<file path="src/rtl/riscv_pkg.sv">
// Shared encodings for the multicycle RISC-V control unit: FSM state codes,
// opcodes, ALUOp and ALUControl values, the Moore control bundle and small
// opcode helper functions.
package riscv_pkg;

    typedef logic [3:0] state_t;

    localparam state_t S_FETCH    = 4'd0;
    localparam state_t S_DECODE   = 4'd1;
    localparam state_t S_MEMADR   = 4'd2;
    localparam state_t S_MEMREAD  = 4'd3;
    localparam state_t S_MEMWB    = 4'd4;
    localparam state_t S_MEMWRITE = 4'd5;
    localparam state_t S_EXECUTER = 4'd6;
    localparam state_t S_EXECUTEI = 4'd7;
    localparam state_t S_ALUWB    = 4'd8;
    localparam state_t S_BEQ      = 4'd9;
    localparam state_t S_JAL      = 4'd10;

    localparam logic [6:0] OP_LOAD   = 7'b0000011;
    localparam logic [6:0] OP_STORE  = 7'b0100011;
    localparam logic [6:0] OP_RTYPE  = 7'b0110011;
    localparam logic [6:0] OP_ITYPE  = 7'b0010011;
    localparam logic [6:0] OP_BRANCH = 7'b1100011;
    localparam logic [6:0] OP_JAL    = 7'b1101111;

    localparam logic [1:0] ALUOP_ADD   = 2'b00;
    localparam logic [1:0] ALUOP_SUB   = 2'b01;
    localparam logic [1:0] ALUOP_FUNCT = 2'b10;

    localparam logic [2:0] ALU_ADD = 3'b000;
    localparam logic [2:0] ALU_SUB = 3'b001;
    localparam logic [2:0] ALU_AND = 3'b010;
    localparam logic [2:0] ALU_OR  = 3'b011;
    localparam logic [2:0] ALU_SLT = 3'b101;

    // Moore control bundle decoded from the current state
    typedef struct packed {
        logic       pc_update;
        logic       branch;
        logic       adr_src;
        logic       mem_write;
        logic       ir_write;
        logic       reg_write;
        logic       retire;
        logic [1:0] result_src;
        logic [1:0] alu_src_a;
        logic [1:0] alu_src_b;
        logic [1:0] alu_op;
    } ctrl_t;

    // True for the opcodes this controller knows how to sequence
    function automatic logic op_is_legal(input logic [6:0] op);
        logic legal;
        case (op)
            OP_LOAD, OP_STORE, OP_RTYPE, OP_ITYPE, OP_BRANCH, OP_JAL: legal = 1'b1;
            default:                                                 legal = 1'b0;
        endcase
        return legal;
    endfunction

    // Immediate format select derived straight from the opcode
    function automatic logic [1:0] imm_src_of(input logic [6:0] op);
        logic [1:0] imm;
        case (op)
            OP_STORE:  imm = 2'b01;
            OP_BRANCH: imm = 2'b10;
            OP_JAL:    imm = 2'b11;
            default:   imm = 2'b00;
        endcase
        return imm;
    endfunction

endpackage

</file>
<file path="src/rtl/mc_aludec.sv">
// ALU decoder: maps ALUOp plus instruction function bits to an ALU operation.
module mc_aludec
    import riscv_pkg::*;
(
    input  logic [1:0] alu_op,
    input  logic [2:0] funct3,
    input  logic       funct7b5,
    input  logic       op5,
    output logic [2:0] alu_control
);

    // Subtract only for R-type with funct7b5 set; I-type (op5=0) always adds
    always_comb begin
        alu_control = ALU_ADD;
        case (alu_op)
            ALUOP_ADD: alu_control = ALU_ADD;
            ALUOP_SUB: alu_control = ALU_SUB;
            ALUOP_FUNCT: begin
                case (funct3)
                    3'b000: begin
                        if (funct7b5 && op5) begin
                            alu_control = ALU_SUB;
                        end else begin
                            alu_control = ALU_ADD;
                        end
                    end
                    3'b010:  alu_control = ALU_SLT;
                    3'b110:  alu_control = ALU_OR;
                    3'b111:  alu_control = ALU_AND;
                    default: alu_control = ALU_ADD;
                endcase
            end
            default: alu_control = ALU_ADD;
        endcase
    end

endmodule

</file>
<file path="src/rtl/multicycle_ctrl.sv">
// Multicycle RISC-V control unit: main FSM, Moore output decode, immediate
// select, illegal-opcode pulse and retired-instruction counter.
module multicycle_ctrl
    import riscv_pkg::*;
(
    input  logic        clk,
    input  logic        rst,
    input  logic [6:0]  op,
    input  logic [2:0]  funct3,
    input  logic        funct7b5,
    input  logic        Zero,
    output logic        PCWrite,
    output logic        AdrSrc,
    output logic        MemWrite,
    output logic        IRWrite,
    output logic        RegWrite,
    output logic [1:0]  ResultSrc,
    output logic [1:0]  ALUSrcA,
    output logic [1:0]  ALUSrcB,
    output logic [1:0]  ImmSrc,
    output logic [2:0]  ALUControl,
    output logic [1:0]  ALUOp_DBG,
    output logic [3:0]  State_DBG,
    output logic        IllegalOp,
    output logic        Retired,
    output logic [31:0] InstrCount
);

    state_t      state;
    state_t      next_state;
    ctrl_t       ctrl;
    logic [31:0] count;
    logic        legal_op;

    assign legal_op = op_is_legal(op);

    // State register; reset forces FETCH without waiting for a clock edge
    always_ff @(posedge clk or posedge rst) begin
        if (rst) begin
            state <= S_FETCH;
        end else begin
            state <= next_state;
        end
    end

    // Next-state logic; unused codes 11-15 fall back to FETCH
    always_comb begin
        next_state = S_FETCH;
        case (state)
            S_FETCH: next_state = S_DECODE;
            S_DECODE: begin
                if ((op == OP_LOAD) || (op == OP_STORE)) begin
                    next_state = S_MEMADR;
                end else if (op == OP_RTYPE) begin
                    next_state = S_EXECUTER;
                end else if (op == OP_ITYPE) begin
                    next_state = S_EXECUTEI;
                end else if (op == OP_BRANCH) begin
                    next_state = S_BEQ;
                end else if (op == OP_JAL) begin
                    next_state = S_JAL;
                end else begin
                    next_state = S_FETCH;
                end
            end
            S_MEMADR: begin
                if (op == OP_LOAD) begin
                    next_state = S_MEMREAD;
                end else begin
                    next_state = S_MEMWRITE;
                end
            end
            S_MEMREAD:  next_state = S_MEMWB;
            S_EXECUTER: next_state = S_ALUWB;
            S_EXECUTEI: next_state = S_ALUWB;
            S_JAL:      next_state = S_ALUWB;
            S_MEMWB:    next_state = S_FETCH;
            S_MEMWRITE: next_state = S_FETCH;
            S_ALUWB:    next_state = S_FETCH;
            S_BEQ:      next_state = S_FETCH;
            default:    next_state = S_FETCH;
        endcase
    end

    // Moore output decode; every field not named for a state stays zero
    always_comb begin
        ctrl = '0;
        case (state)
            S_FETCH: begin
                ctrl.ir_write   = 1'b1;
                ctrl.alu_src_b  = 2'b10;
                ctrl.result_src = 2'b10;
                ctrl.pc_update  = 1'b1;
            end
            S_DECODE: begin
                ctrl.alu_src_a = 2'b01;
                ctrl.alu_src_b = 2'b01;
            end
            S_MEMADR: begin
                ctrl.alu_src_a = 2'b10;
                ctrl.alu_src_b = 2'b01;
            end
            S_MEMREAD: begin
                ctrl.adr_src = 1'b1;
            end
            S_MEMWB: begin
                ctrl.result_src = 2'b01;
                ctrl.reg_write  = 1'b1;
                ctrl.retire     = 1'b1;
            end
            S_MEMWRITE: begin
                ctrl.adr_src   = 1'b1;
                ctrl.mem_write = 1'b1;
                ctrl.retire    = 1'b1;
            end
            S_EXECUTER: begin
                ctrl.alu_src_a = 2'b10;
                ctrl.alu_op    = ALUOP_FUNCT;
            end
            S_EXECUTEI: begin
                ctrl.alu_src_a = 2'b10;
                ctrl.alu_src_b = 2'b01;
                ctrl.alu_op    = ALUOP_FUNCT;
            end
            S_ALUWB: begin
                ctrl.reg_write = 1'b1;
                ctrl.retire    = 1'b1;
            end
            S_BEQ: begin
                ctrl.alu_src_a = 2'b10;
                ctrl.alu_op    = ALUOP_SUB;
                ctrl.branch    = 1'b1;
                ctrl.retire    = 1'b1;
            end
            S_JAL: begin
                ctrl.alu_src_a = 2'b01;
                ctrl.alu_src_b = 2'b10;
                ctrl.pc_update = 1'b1;
            end
            default: ctrl = '0;
        endcase
    end

    // Retired-instruction counter; wraps naturally at 32 bits
    always_ff @(posedge clk or posedge rst) begin
        if (rst) begin
            count <= 32'd0;
        end else if (ctrl.retire) begin
            count <= count + 32'd1;
        end else begin
            count <= count;
        end
    end

    mc_aludec u_aludec (
        .alu_op      (ctrl.alu_op),
        .funct3      (funct3),
        .funct7b5    (funct7b5),
        .op5         (op[5]),
        .alu_control (ALUControl)
    );

    assign PCWrite    = ctrl.pc_update | (ctrl.branch & Zero);
    assign AdrSrc     = ctrl.adr_src;
    assign MemWrite   = ctrl.mem_write;
    assign IRWrite    = ctrl.ir_write;
    assign RegWrite   = ctrl.reg_write;
    assign ResultSrc  = ctrl.result_src;
    assign ALUSrcA    = ctrl.alu_src_a;
    assign ALUSrcB    = ctrl.alu_src_b;
    assign ImmSrc     = imm_src_of(op);
    assign ALUOp_DBG  = ctrl.alu_op;
    assign State_DBG  = state;
    assign IllegalOp  = (state == S_DECODE) & ~legal_op;
    assign Retired    = ctrl.retire;
    assign InstrCount = count;

endmodule
</file>
<file path="config.mk">
export PLATFORM = sky130hd
export DESIGN_NAME = multicycle_ctrl
export DESIGN_NICKNAME = d
export VERILOG_FILES = /design/src/rtl/riscv_pkg.sv /design/src/rtl/mc_aludec.sv /design/src/rtl/multicycle_ctrl.sv
export SDC_FILE = /design/constraint.sdc
export NUM_CORES = 1
export LEC_CHECK = 0
export CORE_MARGIN = 2
export CORE_UTILIZATION = 45
export DETAILED_ROUTE_END_ITERATION = 6
export DONT_BUFFER_PORTS = 1
export GPL_TIMING_DRIVEN = 0
export PLACE_DENSITY = 0.64
export SKIP_CTS_REPAIR_TIMING = 1
export SLEW_MARGIN = 0
export SYNTH_ARGS = -nofsm -noshare
export SYNTH_HDL_FRONTEND = slang
export SYNTH_SLANG_ARGS = --single-unit
</file>
<file path="constraint.sdc">
create_clock -name clk -period 1.5 [get_ports clk]
set_input_delay 0.075 -clock clk [delete_from_list [all_inputs] [get_ports clk]]
set_output_delay 0.075 -clock clk [all_outputs]
set_load 0.02 [all_outputs]
</file>
==> impl_metrics.env <==
export IMPL_run_status="finished with violations"
export IMPL_violated_checks="negative setup slack"
export IMPL_path_delay_family="simple AND/OR/NAND/NOR gates"
export IMPL_antenna_diode_count=0
export IMPL_synth_warning_count=0
export IMPL_drive_gt1_frac=0.379
export IMPL_detail_route_wl_per_cell_microns=16.6
export IMPL_switching_power_as_a_share_of_total_power=0.357
export IMPL_drt_iter0_markers=61
export IMPL_max_stage_delay_ns=0.47
export IMPL_synth_edf_count=0
export IMPL_io_pin_count=70
export IMPL_timing_final_crit_period_ns=2.06
export IMPL_clock_latency_ns=0.29
export IMPL_antenna_violations_before_repair=0
export IMPL_p_clk_frac=0.271
export IMPL_floorplan_core_area_sq_um=4090
export IMPL_groute_usage_overall=0.176
export IMPL_pwr_density_cell_nw_per_um2=1030
export IMPL_place_hpwl_microns=3200
export IMPL_timing_critical_path_slowest_stage_cell="dfrtp_2"
export IMPL_power_internal_mw=1.68
export IMPL_gp_congestion=0.759
export IMPL_synth_async_sr_flop_share=1.00
export IMPL_crit_path_start_kind="flip-flop"
export IMPL_worstHoldPathType="input pin to flip-flop"
export IMPL_synth_top_cell_by_area="dfrtp_1"
export IMPL_layout_cells_most_common="dfrtp_1"
export IMPL_dr_pass1_iters=4
export IMPL_final_setup_skew_ns=0.00750
export IMPL_postLayoutCellArea_sq_um=2550
export IMPL_route_detailed_drc=0
export IMPL_most_common_layout_cells="dfrtp_1, xnor2_1, dfrtp_2, nor2_1"
export IMPL_gr_total_overflow=0
export IMPL_cts_root_buffer_cell="clkbuf_8"
export IMPL_drt_vias_per_instance=5.65
export IMPL_flow_area_growth_from_synthesis_pct=29.9
export IMPL_hold_ws_ns=0.00520
export IMPL_cap_viol_max_count=0
export IMPL_grt_first_pass_wirelength_microns=7030
export IMPL_finish_net_count=236
export IMPL_synthesis_area_per_instance_sq_um=9.75
export IMPL_tritoncts="built"
export IMPL_clk_pin_slew_worst_paths_ns=0.07
export IMPL_final_hold_violation_count=0
export IMPL_top_cell_type_s_share_of_synthesized_area=0.460
export IMPL_antenna_violating_nets_left=0
export IMPL_synthesis_nets=219
export IMPL_sequential_share_of_power=0.445
export IMPL_synth_ff_latch_count=36
export IMPL_setup_slack_ns=-0.557
export IMPL_num_vias=1521
export IMPL_netlist_top_cells_area="dfrtp_1, xnor2_1, xor2_1"
export IMPL_crit_path_end_kind="primary output"
export IMPL_comb_pwr_share=0.284
export IMPL_grt_max_degree=37
export IMPL_placed_instance_count=251
export IMPL_multi_input_area_sq_um=1260
export IMPL_fmax_mhz=486
export IMPL_timing_max_slew_rel_slack=0.502
export IMPL_postSynthCellCount=201
export IMPL_critical_path_class="flip-flop to primary output"
export IMPL_critPathArrivalTime_ns=1.98
export IMPL_commonest_register_cell_after_synthesis="dfrtp_1"
export IMPL_synth_seq_area_share=0.460
export IMPL_post_dp_cell_area_sq_um=2180
export IMPL_post_layout_total_power_mw=2.62
export IMPL_netSwitchingPower_mw=0.935
export IMPL_maximum_fanout_encountered_on_the_critical_timing_path=4
export IMPL_initial_core_util=0.479
export IMPL_dpl_worst_slack_ns=-0.344
export IMPL_design_die_area_sq_um=4900
export IMPL_clock_path_buffers=2
export IMPL_route_final_wire_length_microns=4480
export IMPL_worst_ir_drop_vdd_mv=0.617
export IMPL_final_cell_count_no_fill=269
export IMPL_final_seq_area_sq_um=918
export IMPL_cp_required_ns=1.42
export IMPL_die_width_microns=70.0
export IMPL_crit_chain="buf_6 -> nand2b_4 -> nor2_4 -> inv_2 -> ha_4 -> nor4_4"
export IMPL_synth_cell_area_sq_um=1960
export IMPL_tritoncts_num_buffers=5
export IMPL_die_h_microns=70.0
export IMPL_buffer_ports_inserted=0
export IMPL_number_of_global_route_vias_before_repair=1434
export IMPL_tritoncts_num_sinks=36
export IMPL_floorplan_rows=23
export IMPL_filler_cell_count=317
export IMPL_setup_total_negative_slack_ns=-9.52
export IMPL_final_max_slew_viol_count=0
export IMPL_period_utilization_post_route=1.37
export IMPL_utilization=0.623
export IMPL_timing_final_setup_violations=45
export IMPL_grt_setup_unrepaired="yes"
export IMPL_htree_num_levels=2
export IMPL_synth_lib_cells_used_distinct=37
export IMPL_timing_worst_slew_pin_value_ns=0.746
export IMPL_crit_buf_inv=2
export IMPL_p_leak_nw=1.13
## sequential cells by signal, summed over array words and instances, names as in the netlist
signal and cells:
State_DBG 4, InstrCount 32
## cells by family (layout without fill, tap and decap cells)
logic type	count (synthesis)	after routing	share of synthesized area
compound gates	17	17	0.0556
xor+xnor	35	35	0.160
fa+ha+maj	4	4	0.0255
buf+inv	13	31	0.0307
flops	36	36	0.460
mux	1	1	0.00575
simple gates	95	95	0.262
## layer usage
metal / up-vias / track usage / share of wire
met5: - / 0 / 0
met2: 54 / 0.260 / 0.50
met4: 0 / 0.0641 / 0.012
met3: 8 / 0.0678 / 0.071
li1: 720 / - / -
met1: 739 / 0.234 / 0.42
## final timing paths
check,startpoint,endpoint,slack (ns),cells after the start
worst max register to register,State_DBG[3],InstrCount[19],-0.37,5
worst max-delay path,State_DBG[2],ALUControl[2],-0.56,6
min in group asynchronous,rst,InstrCount[19],0.38,2
worst min register to register,InstrCount[18],InstrCount[18],0.58,1
worst min-delay path,op[3],State_DBG[0],0.005,3
max in group asynchronous,rst,State_DBG[3],0.60,2
## worst register-to-register path: stages (launching register included)
cell and delay, ns:
dfrtp_2 0.49, xnor2_1 0.55, nor3_4 0.15, and3_1 0.23, and4_4 0.21, xor2_2 0.13
## power groups by stage
stage               logic [mW]  clock network [mW]  registers, mW
global placement         0.586                   0           1.18
CTS                      0.599               0.724           1.16
global route             0.808               0.774           1.17
detailed placement       0.600                   0           1.18
floorplan                0.530                   0           1.16
finish                   0.745               0.709           1.17
## synthesized netlist by cell type, types with 2 or more instances
master,count
a21oi_1,5
a22o_1,2
a31oi_1,2
and3_1,10
and4_1,5
and4_4,2
buf_4,3
clkbuf_1,3
dfrtp_1,36
ha_1,4
inv_1,7
nand2_1,19
nand2b_1,2
nand3_1,10
nand4_1,5
nor2_1,22
nor2b_1,2
nor3_1,8
nor4_1,2
o21ai_0,3
xnor2_1,21
xor2_1,13
## area by class of cell
cell class,count,share of cell area
multi-input combinational,152,0.495
sequential,36,0.361
timing repair buffer,11,0.0408
clock buffer,6,0.0324
buffer,5,0.0305
tap,50,0.0246
inverter,7,0.0123
clock inverter,2,0.00393
Note: power is estimated with default switching activity, not from simulation.
